## src/rtl/gpu_rect_fill.sv

```systemverilog
// Rectangle-fill engine in front of the VRAM write port. It streams one pixel
// write per clock over the rectangle clipped to the framebuffer and lets CPU
// writes pass straight through while idle.
module gpu_rect_fill #(
    parameter int H_RES = 200,
    parameter int V_RES = 150
) (
    input  logic        clk,
    input  logic        rst,
    input  logic        start_i,
    input  logic [7:0]  x0_i,
    input  logic [7:0]  y0_i,
    input  logic [7:0]  w_i,
    input  logic [7:0]  h_i,
    input  logic [7:0]  color_i,
    input  logic        cpu_we_i,
    input  logic [14:0] cpu_addr_i,
    input  logic [7:0]  cpu_data_i,
    output logic        busy_o,
    output logic        done_o,
    output logic        cpu_stall_o,
    output logic        v_we_o,
    output logic [14:0] v_addr_o,
    output logic [7:0]  v_data_o
);

    typedef enum logic [1:0] {IDLE, SETUP, FILL, DONE} state_t;

    localparam logic [8:0]  H_LIM = 9'(H_RES);
    localparam logic [8:0]  V_LIM = 9'(V_RES);
    localparam logic [14:0] H_STEP = 15'(H_RES);

    state_t      state, state_next;

    logic [7:0]  x0_q, y0_q, w_q, h_q, color_q;
    logic [8:0]  xe_q, ye_q, col_q, row_q;
    logic [14:0] row_base_q, addr_q;

    // Setup-time geometry: 9-bit sums so x0+w and y0+h never wrap
    logic [8:0]  x_sum, y_sum, xe_calc, ye_calc;
    logic [14:0] base_calc;
    logic        empty, col_end, last_write;

    // Clipped extents, emptiness test and first address of the rectangle
    always_comb begin
        x_sum     = {1'b0, x0_q} + {1'b0, w_q};
        y_sum     = {1'b0, y0_q} + {1'b0, h_q};
        xe_calc   = (x_sum > H_LIM) ? H_LIM : x_sum;
        ye_calc   = (y_sum > V_LIM) ? V_LIM : y_sum;
        empty     = ({1'b0, x0_q} >= H_LIM) || ({1'b0, y0_q} >= V_LIM) ||
                    (w_q == 8'd0) || (h_q == 8'd0);
        // The only multiply; it happens once per fill, never per pixel
        base_calc = 15'(y0_q) * H_STEP + 15'(x0_q);
        col_end   = (col_q == xe_q - 9'd1);
        last_write = col_end && (row_q == ye_q - 9'd1);
    end

    // State register
    always_ff @(posedge clk) begin
        if (rst) state <= IDLE;
        else     state <= state_next;
    end

    // Next state and output steering between CPU and engine
    always_comb begin
        state_next  = state;
        busy_o      = (state != IDLE);
        done_o      = 1'b0;
        cpu_stall_o = cpu_we_i;
        v_we_o      = 1'b0;
        v_addr_o    = addr_q;
        v_data_o    = color_q;
        case (state)
            IDLE: begin
                cpu_stall_o = 1'b0;
                v_we_o      = cpu_we_i;
                v_addr_o    = cpu_addr_i;
                v_data_o    = cpu_data_i;
                if (start_i) state_next = SETUP;
            end
            SETUP: state_next = empty ? DONE : FILL;
            FILL: begin
                v_we_o = 1'b1;
                if (last_write) state_next = DONE;
            end
            DONE: begin
                done_o     = 1'b1;
                state_next = IDLE;
            end
            default: state_next = IDLE;
        endcase
    end

    // Parameter latch, raster counters and the registered engine address
    always_ff @(posedge clk) begin
        if (rst) begin
            x0_q       <= '0;
            y0_q       <= '0;
            w_q        <= '0;
            h_q        <= '0;
            color_q    <= '0;
            xe_q       <= '0;
            ye_q       <= '0;
            col_q      <= '0;
            row_q      <= '0;
            row_base_q <= '0;
            addr_q     <= '0;
        end else begin
            case (state)
                IDLE: begin
                    if (start_i) begin
                        x0_q    <= x0_i;
                        y0_q    <= y0_i;
                        w_q     <= w_i;
                        h_q     <= h_i;
                        color_q <= color_i;
                    end
                end
                SETUP: begin
                    xe_q       <= xe_calc;
                    ye_q       <= ye_calc;
                    col_q      <= {1'b0, x0_q};
                    row_q      <= {1'b0, y0_q};
                    row_base_q <= base_calc;
                    addr_q     <= base_calc;
                end
                FILL: begin
                    // addr_q tracks row_base + (col - x0) incrementally
                    if (col_end) begin
                        col_q      <= {1'b0, x0_q};
                        row_q      <= row_q + 9'd1;
                        row_base_q <= row_base_q + H_STEP;
                        addr_q     <= row_base_q + H_STEP;
                    end else begin
                        col_q  <= col_q + 9'd1;
                        addr_q <= addr_q + 15'd1;
                    end
                end
                default: ;
            endcase
        end
    end

endmodule

```

## config.mk

```make
export PLATFORM = sky130hd
export DESIGN_NAME = gpu_rect_fill
export DESIGN_NICKNAME = d
export VERILOG_FILES = /design/src/rtl/gpu_rect_fill.sv
export SDC_FILE = /design/constraint.sdc
export NUM_CORES = 1
export LEC_CHECK = 0
export ABC_AREA = 1
export ABC_CLOCK_PERIOD_IN_PS = 4300
export BUFFER_PORTS_ARGS = -buffer_cell sky130_fd_sc_hd__buf_4
export CORE_AREA = 2 2 137 139
export DETAILED_ROUTE_END_ITERATION = 8
export DIE_AREA = 0 0 139 141
export GPL_TIMING_DRIVEN = 0
export SYNTH_ARGS = -nofsm -noshare
export SYNTH_HDL_FRONTEND = slang
export SYNTH_SLANG_ARGS = --single-unit
```

## constraint.sdc

```tcl
create_clock -name clk -period 4.3 [get_ports clk]
set_clock_uncertainty 0.1 [all_clocks]
set_input_delay 0.86 -clock clk [delete_from_list [all_inputs] [get_ports clk]]
set_output_delay 0.86 -clock clk [all_outputs]
set_load 0.02 [all_outputs]
```

Word-level counts from Yosys, hierarchy flattened --
Index checks and enable logic that the tools add are counted.
Operators by class: add/subtract/negate cells 9, $mul 1, div/mod/pow operators 0, order comparisons 4, equality and inequality tests 8, shift operators 0, muxes and demuxes 19, bitwise operators 0, reductions and logical operators 12
Operators with widths (count):
- $pmux 15 s2 | 2
- $mux 15 | 3
- $mux 9 | 4
- $pmux 9 s2 | 2
- $add 8x8->9 | 2
- $add 9x1->9 const B | 2
- $eq 9x9->1 | 2
- $gt 9x8->1 const B | 2
- $sub 9x1->9 const B | 2
- $ge 8x8->1 const B | 2
- $logic_not 8->1 | 2
- $add 15x1->15 const B | 1
- $add 15x8->15 | 1
- $add 15x8->15 const B | 1
- $mul 8x5->12 const B | 1
- $mux 8 | 1
- $pmux 2 s4 | 1
- $ne 2x2->1 const B | 3
- $reduce_and 2->1 | 3
- $eq 2x2->1 const B | 2
- $mux 2 | 2
- $reduce_bool 2->1 | 2
- $logic_or 1x1->1 | 3
- $mux 1 | 3
- 4 further kinds | 4
Word-level totals: register bits after elaboration 108, bits in latches 0, RAM bits 0, ROM bits 0, bits of input ports 67, output and inout port bits 27, memories 0

Longest topological paths before layout --
Gate-level depths: netlist of run 1.
depth in word-level cells 6, depth in mapped cells 21, mapped depth without buffers 21

Worst setup path after synthesis of run 1 --
No wires, ideal clock.
path type flip-flop to flip-flop, start register y0_q[3], end register addr_q[13], arrival 2947 ps, required time 4130 ps, setup slack 1183 ps, stages on the path, launching flop included 20, clock period less this slack 3117 ps, cell sequence dfxtp_1 -> inv_1 -> ha_1 -> inv_1 -> ha_1 -> fa_1 -> ha_1 -> nand3_1 -> nand3_1 -> nand2_1 -> nand2_1 -> nand2_1 -> nand2_1 -> nor2_1 -> nand2_1 -> nand2_1 -> nand2_1 -> nor2_1 -> nor2_1 -> a21oi_1
Between the ends: word-level cells in the longest chain between the ends 3
RTL lines:
- start: declaration | RTL line 35 | logic [7:0] x0_q, y0_q, w_q, h_q, color_q;
- start signal: assignment | RTL line 113 | y0_q <= y0_i;
- $mul 8x5->12 | RTL line 53 | base_calc = 15'(y0_q) * H_STEP + 15'(x0_q);
- $add 15x8->15 | RTL line 53
- $pmux 15 s2 | RTL line 109 | case (state)
- end signal: assignment | RTL line 125 | addr_q <= base_calc;
- end signal: assignment | RTL line 133 | addr_q <= row_base_q + H_STEP;
- end signal: assignment | RTL line 136 | addr_q <= addr_q + 15'd1;
- end: declaration | RTL line 37 | logic [14:0] row_base_q, addr_q;
Every way passes these cells. A chain may end at the register's enable or synchronous reset.

Worst setup path after layout of run 1 --
Ends and elaborated chain as after synthesis.

==> impl_metrics.ini, run 1 <==
[setup_path]
setup.worst_path.start_class = flip-flop
critPathSlowestCell = dfxtp_1
critPathKind = reg -> reg
cp-end-kind = flip-flop
arrival_ps = 3960
critPathMaxStageDelay_ps = 490
cpMostUsedCell = nand2_1
cp_top_family = adder cells
path_cells = inv_1 -> ha_1 -> inv_1 -> ha_1 -> fa_1 -> ha_1 -> nand2_1 -> nand3_1 -> nand2_1 -> nand2_1 -> nand2_1 -> nand2_1 -> nor2_1 -> nand2_1 -> nand2_1 -> nand2_1 -> nor2_1 -> nor2_1 -> a21oi_1
worstPathRequired_ps = 4490
critPathBufInv = 2
worstPathMaxFanout = 6

[synthesis]
syn_nets = 1394
synth_area_leader_cell = dfxtp_1
synth_area_per_cell_um2 = 6.36
ys.flop_type = dfxtp_1
ys_types = 40
ys_ff_latch = 108
async_reset_ff_frac = 0
netlist_area_mm2 = 0.00801
synth_top_cell_area_share = 0.270
synth_area_leaders = dfxtp_1, nand2_1, ha_1
syn_inst = 1260
synth_edf_count = 0
ys_warn_count = 0
synth.yosys.seq_area_share = 0.270

[place]
io_buffers = 92
gp_congestion = 0.882
place_hpwl_um = 19000

[finish]
mostFrequentLayoutCell = nand2_1
mostFrequentLayoutCells = nand2_1, nor2_1, inv_1
syn_to_final_growth_pct = 16.1
antennaDiodeCount = 0
fin_nets = 1497
layout-drive-gt1-share = 0.104

[die]
ios = 94
fp.dieW_um = 139
dieArea_mm2 = 0.0196
placementRows = 50
core_mm2 = 0.0183
initial_core_util = 0.438
die_h_um = 141

[clock_network]
clock_latency_ps = 360
clock_tree.root_cell = clkbuf_16
clk_path_buf_depth = 2
post_cts_buffers = 0
clkSinkCount = 108
cts_hold_buf = 0
htreeDepth = 3
tritoncts = done
ctsResizeCount = 0
clk_pin_slew_worst_paths_ps = 70
numCtsBuffers = 9

[detailed_routing]
dr_total_vias = 8116
ant_nets = 0
post-route-drc-count = 0
routedWlPerCell_um = 15.1
vias_per_cell = 5.07
drt_iter0_markers = 549
wirelength_um = 24100
dr.pass1.iters = 5

[power_and_ir_drop]
leakagePower_nw = 4.57
p_per_area_mw_per_mm2 = 676
vdd_drop_max_v = 0.000314

[run]
max-cap-violations = 0

[sta]
rsz0062_at_grt = false
final_hold_viol_count = 0
setup-tns-final_ps = 0
slew_headroom = 0.437
hold_ws_ps = 361
drv_slew = 0
finalCritPeriodShare = 0.877
period_minus_slack_ps = 3770
timing.fmax_ghz = 0.265
worst_slew_pin_slew_ps = 844
setup_viol = 0

[grt]
antenna_found_initial = 0
gr-total-overflow = 0
grt_pass1_vias = 7526
grt_start_max_net_pins = 18
grt_pass1_wl_um = 38800
gr-usage-all-layers = 0.248

[min_path]
hold_path_class = reg -> reg

[status]
status = finished, final reports clean
==> power by group <==
part / leakage, nW / switching [mW] / total (mW) / internal, mW
Sequential: 0.888 / 0.374 / 1.69 / 1.32
Clock: 0.146 / 0.416 / 0.888 / 0.472
Combinational: 3.54 / 2.40 / 3.71 / 1.30
==> routing by layer <==
layer	up-vias	track usage	share of wire
li1	4270	-	-
met1	3648	0.338	0.48
met2	183	0.421	0.46
met3	15	0.0367	0.049
met4	0	0.0505	0.012
met5	-	0	0
==> path summary, 6_finish.rpt <==
| check | from | end | slack, ps | depth (start not counted) |
|---|---|---|---|---|
| hold / removal | xe_q[8] | xe_q[8] | 360 | 2 |
| hold reg to reg | xe_q[8] | xe_q[8] | 360 | 2 |
| setup reg to reg | y0_q[3] | addr_q[13] | 530 | 19 |
| setup / recovery | y0_q[3] | addr_q[13] | 530 | 19 |
==> area by class of cell <==
cell class	instances	area, um^2
sequential	108	2160
fill	1962	8970
clock inverter	5	60.1
buffer	45	214
timing repair buffer	92	691
tap	234	293
clock buffer	11	243
multi-input combinational	948	5030
inverter	159	599
==> sequential cells by signal (all words and copies together) (netlist names) <==
register	cells
addr_q	15
col_q	9
color_q	8
h_q	8
row_base_q	15
row_q	9
state	2
w_q	8
x0_q	8
xe_q	9
y0_q	8
ye_q	9
==> cell usage after synthesis, types with 3 or more instances <==
cell type and count:
a21oi_1 85, buf_1 4, buf_6 6, clkbuf_1 35
clkinv_1 3, dfxtp_1 108, fa_1 6, ha_1 61
inv_1 152, inv_2 3, nand2_1 296, nand3_1 91
nand3b_1 6, nand4_1 18, nor2_1 163, nor2_2 11
nor2_4 3, nor3_1 12, nor4_1 5, o21ai_0 115
o21ai_1 12, or2_2 4, xnor2_1 8, xor2_1 33
==> worst min-delay path: stages, from the launching register on <==
cell	delay [ps]
dfxtp_1	330
nand2_1	60
nor2_1	30
==> through the flow <==
stage                     instances  instance area, um^2  setup WS [ps]  total power, mW   util
after floorplan                1260                 8010           1180             4.30      -
after global placement         1586                 8990            591             5.36  0.492
after detailed placement       1586                 8990            571             5.39  0.492
after CTS                      1602                 9300            539             6.29  0.509
after global routing           1602                 9300            157             6.91  0.509
final                          1602                 9300            530             6.29  0.509
==> logic make-up (layout without fill, tap and decap cells) <==
group,count (synthesis),in the layout,share of synthesized area
flip-flops,108,108,0.270
buffers and inverters,204,312,0.102
AO/OA/AOI/OAI,226,226,0.146
XOR/XNOR,41,41,0.0448
adder cells (fa/ha/maj),67,67,0.110
AND/OR/NAND/NOR,614,614,0.327
Power figures use the tool's default switching activity.
==> inputs of run 2 (changes only) <==
==> config.mk (replaced) <==
export PLATFORM = sky130hd
export DESIGN_NAME = gpu_rect_fill
export DESIGN_NICKNAME = d
export VERILOG_FILES = /design/src/rtl/gpu_rect_fill.sv
export SDC_FILE = /design/constraint.sdc
export NUM_CORES = 1
export LEC_CHECK = 0
export ABC_CLOCK_PERIOD_IN_PS = 4300
export BUFFER_PORTS_ARGS = -buffer_cell sky130_fd_sc_hd__buf_4
export CORE_AREA = 2 2 135 137
export DETAILED_ROUTE_END_ITERATION = 8
export DIE_AREA = 0 0 137 139
export GPL_TIMING_DRIVEN = 0
export PLACE_DENSITY = 0.71
export SETUP_SLACK_MARGIN = 0.4
export SYNTH_ARGS = -nofsm -noshare
export SYNTH_HDL_FRONTEND = slang
export SYNTH_SLANG_ARGS = --single-unit
==> impl_metrics.ini, run 2 <==
[grt]
grt_pass1_vias = 7339
grt_start_max_net_pins = 19
gr-usage-all-layers = 0.255
gr-total-overflow = 0
antenna_found_initial = 0
grt_pass1_wl_um = 38200

[synthesis]
netlist_area_mm2 = 0.00784
async_reset_ff_frac = 0
ys_ff_latch = 108
synth.yosys.seq_area_share = 0.276
synth_area_leaders = dfxtp_1, ha_1, nand2_1
synth_most_common_cell = nand2_1
synth_xor_area_frac = 0.0693
synth_top_family_by_area = simple AND/OR/NAND/NOR gates
ys_types = 81
ys_warn_count = 0
synthAdderAreaFrac = 0.113
syn_nets = 1130
yosys-top-cells-count = nand2_1, dfxtp_1, a21oi_1
yosys-mux-area-fraction = 0.0473
syn_inst = 996
synth_area_leader_cell = dfxtp_1
synth_top_cell_area_share = 0.276
synth_edf_count = 0
ys.flop_type = dfxtp_1
synth-compound-area-share = 0.215
synthSimpleGateAreaFrac = 0.230
synth_area_per_cell_um2 = 7.87

[sta]
hold_ws_ps = 360
finalCritPeriodShare = 0.886
setup_viol = 0
slew_headroom = 0.483
period_minus_slack_ps = 3810
rsz0062_at_grt = true
final_hold_viol_count = 0
drv_slew = 0
timing.fmax_ghz = 0.263
layout_setup_ws_ps = 491
setup-tns-final_ps = 0
worst_slew_pin_slew_ps = 776

[detailed_routing]
vias_per_cell = 5.88
drt_iter0_markers = 668
wirelength_um = 24400
routedWlPerCell_um = 18.3
dr.pass1.iters = 6
post-route-drc-count = 0
dr_total_vias = 7858
ant_nets = 0

[place]
place_hpwl_um = 18100
place_ws_ps = -341
dpl_cell_area_mm2 = 0.00881
gp_congestion = 0.912
io_buffers = 92
dpl.cell_count = 1317

[setup_path]
critPathKind = reg -> reg
setup.worst_path.start_class = flip-flop
arrival_ps = 3930
cp-end-kind = flip-flop
worstPathMaxFanout = 6
r2r_slack_ps = 490
worstPathRequired_ps = 4420

[finish]
layout-drive-gt1-share = 0.168
antennaDiodeCount = 0
mostFrequentLayoutCell = nand2_1
final_area_mm2 = 0.00930
multi_input_area_mm2 = 0.00538
fillers = 1695
mostFrequentLayoutCells = nand2_1, dfxtp_1, buf_4
reg_top3 = addr_q: 15 flops, row_base_q: 15 flops
fin_nets = 1237
regArea_mm2 = 0.00218
syn_to_final_growth_pct = 18.7
finalCoreUtilization = 0.527
stdcell_count = 1337

[die]
initial_core_util = 0.444
die_h_um = 139
fp.dieW_um = 137
ios = 94
dieArea_mm2 = 0.0190
placementRows = 49
core_mm2 = 0.0177

[min_path]
hold_path_class = reg -> reg

[power_and_ir_drop]
vdd_drop_max_v = 0.000303
p_per_area_mw_per_mm2 = 658
leakagePower_nw = 3.79
total_power_mw = 6.12

[status]
status = finished, final reports clean

[clock_network]
numCtsBuffers = 9
clk_pin_slew_worst_paths_ps = 70
htreeDepth = 3
clock_latency_ps = 380
clock_tree.root_cell = clkbuf_16
cts_hold_buf = 0
clkSinkCount = 108
clk_path_buf_depth = 2
tritoncts = done

[run]
max-cap-violations = 0
-- run 2: path summary, 6_finish.rpt --
check / startpoint / end / cells past startpoint
hold / removal: color_q[0] / color_q[0] / 2
hold reg to reg: color_q[0] / color_q[0] / 2
setup reg to reg: y0_q[3] / addr_q[14] / 13
setup / recovery: y0_q[3] / addr_q[14] / 13
-- run 2: area by class of cell --
cell class              count  share of cell area
well taps                 229              0.0308
clock buffers               9              0.0242
inverters                  44              0.0178
plain buffers              53              0.0238
repair buffers             96              0.0775
multi-input cells         791               0.578
flip-flops and latches    108               0.235
clock inverters             7              0.0130
-- run 2: cells by family after synthesis --
group           Yosys count
simple gates            374
compound gates          254
flops                   108
buf+inv                  97
fa+ha+maj                67
xor+xnor                 62
mux                      34
-- run 2: what timing repair did --
item,in CTS,in global routing
setup endpoints to repair,10,15
gates cloned,0,0
buffers inserted,1,3
gates resized for setup,22,9
pin swaps,1,1
-- run 2: worst max-delay path: stages (launching register included) --
cell and delay (ps):
dfxtp_4 400, inv_1 60, ha_1 260, inv_1 40
ha_1 300, fa_1 470, ha_2 400, nor2_1 50
o21bai_1 160, o211ai_1 210, or3_1 450, o311a_1 350
nor4_4 270, a311oi_1 140
-- run 2: metal layers --
layer,up-vias,global-route usage,routed length (um)
met4,0,0.134,1090
met1,3640,0.333,10300
met5,-,0,0
met2,351,0.401,11100
met3,61,0.0420,1940
li1,3806,-,-
-- run 2: report_power, final --
group	total, mW	switching (mW)	internal [mW]
combinational	3.56	2.19	1.37
clock	0.999	0.425	0.574
sequential	1.56	0.316	1.25
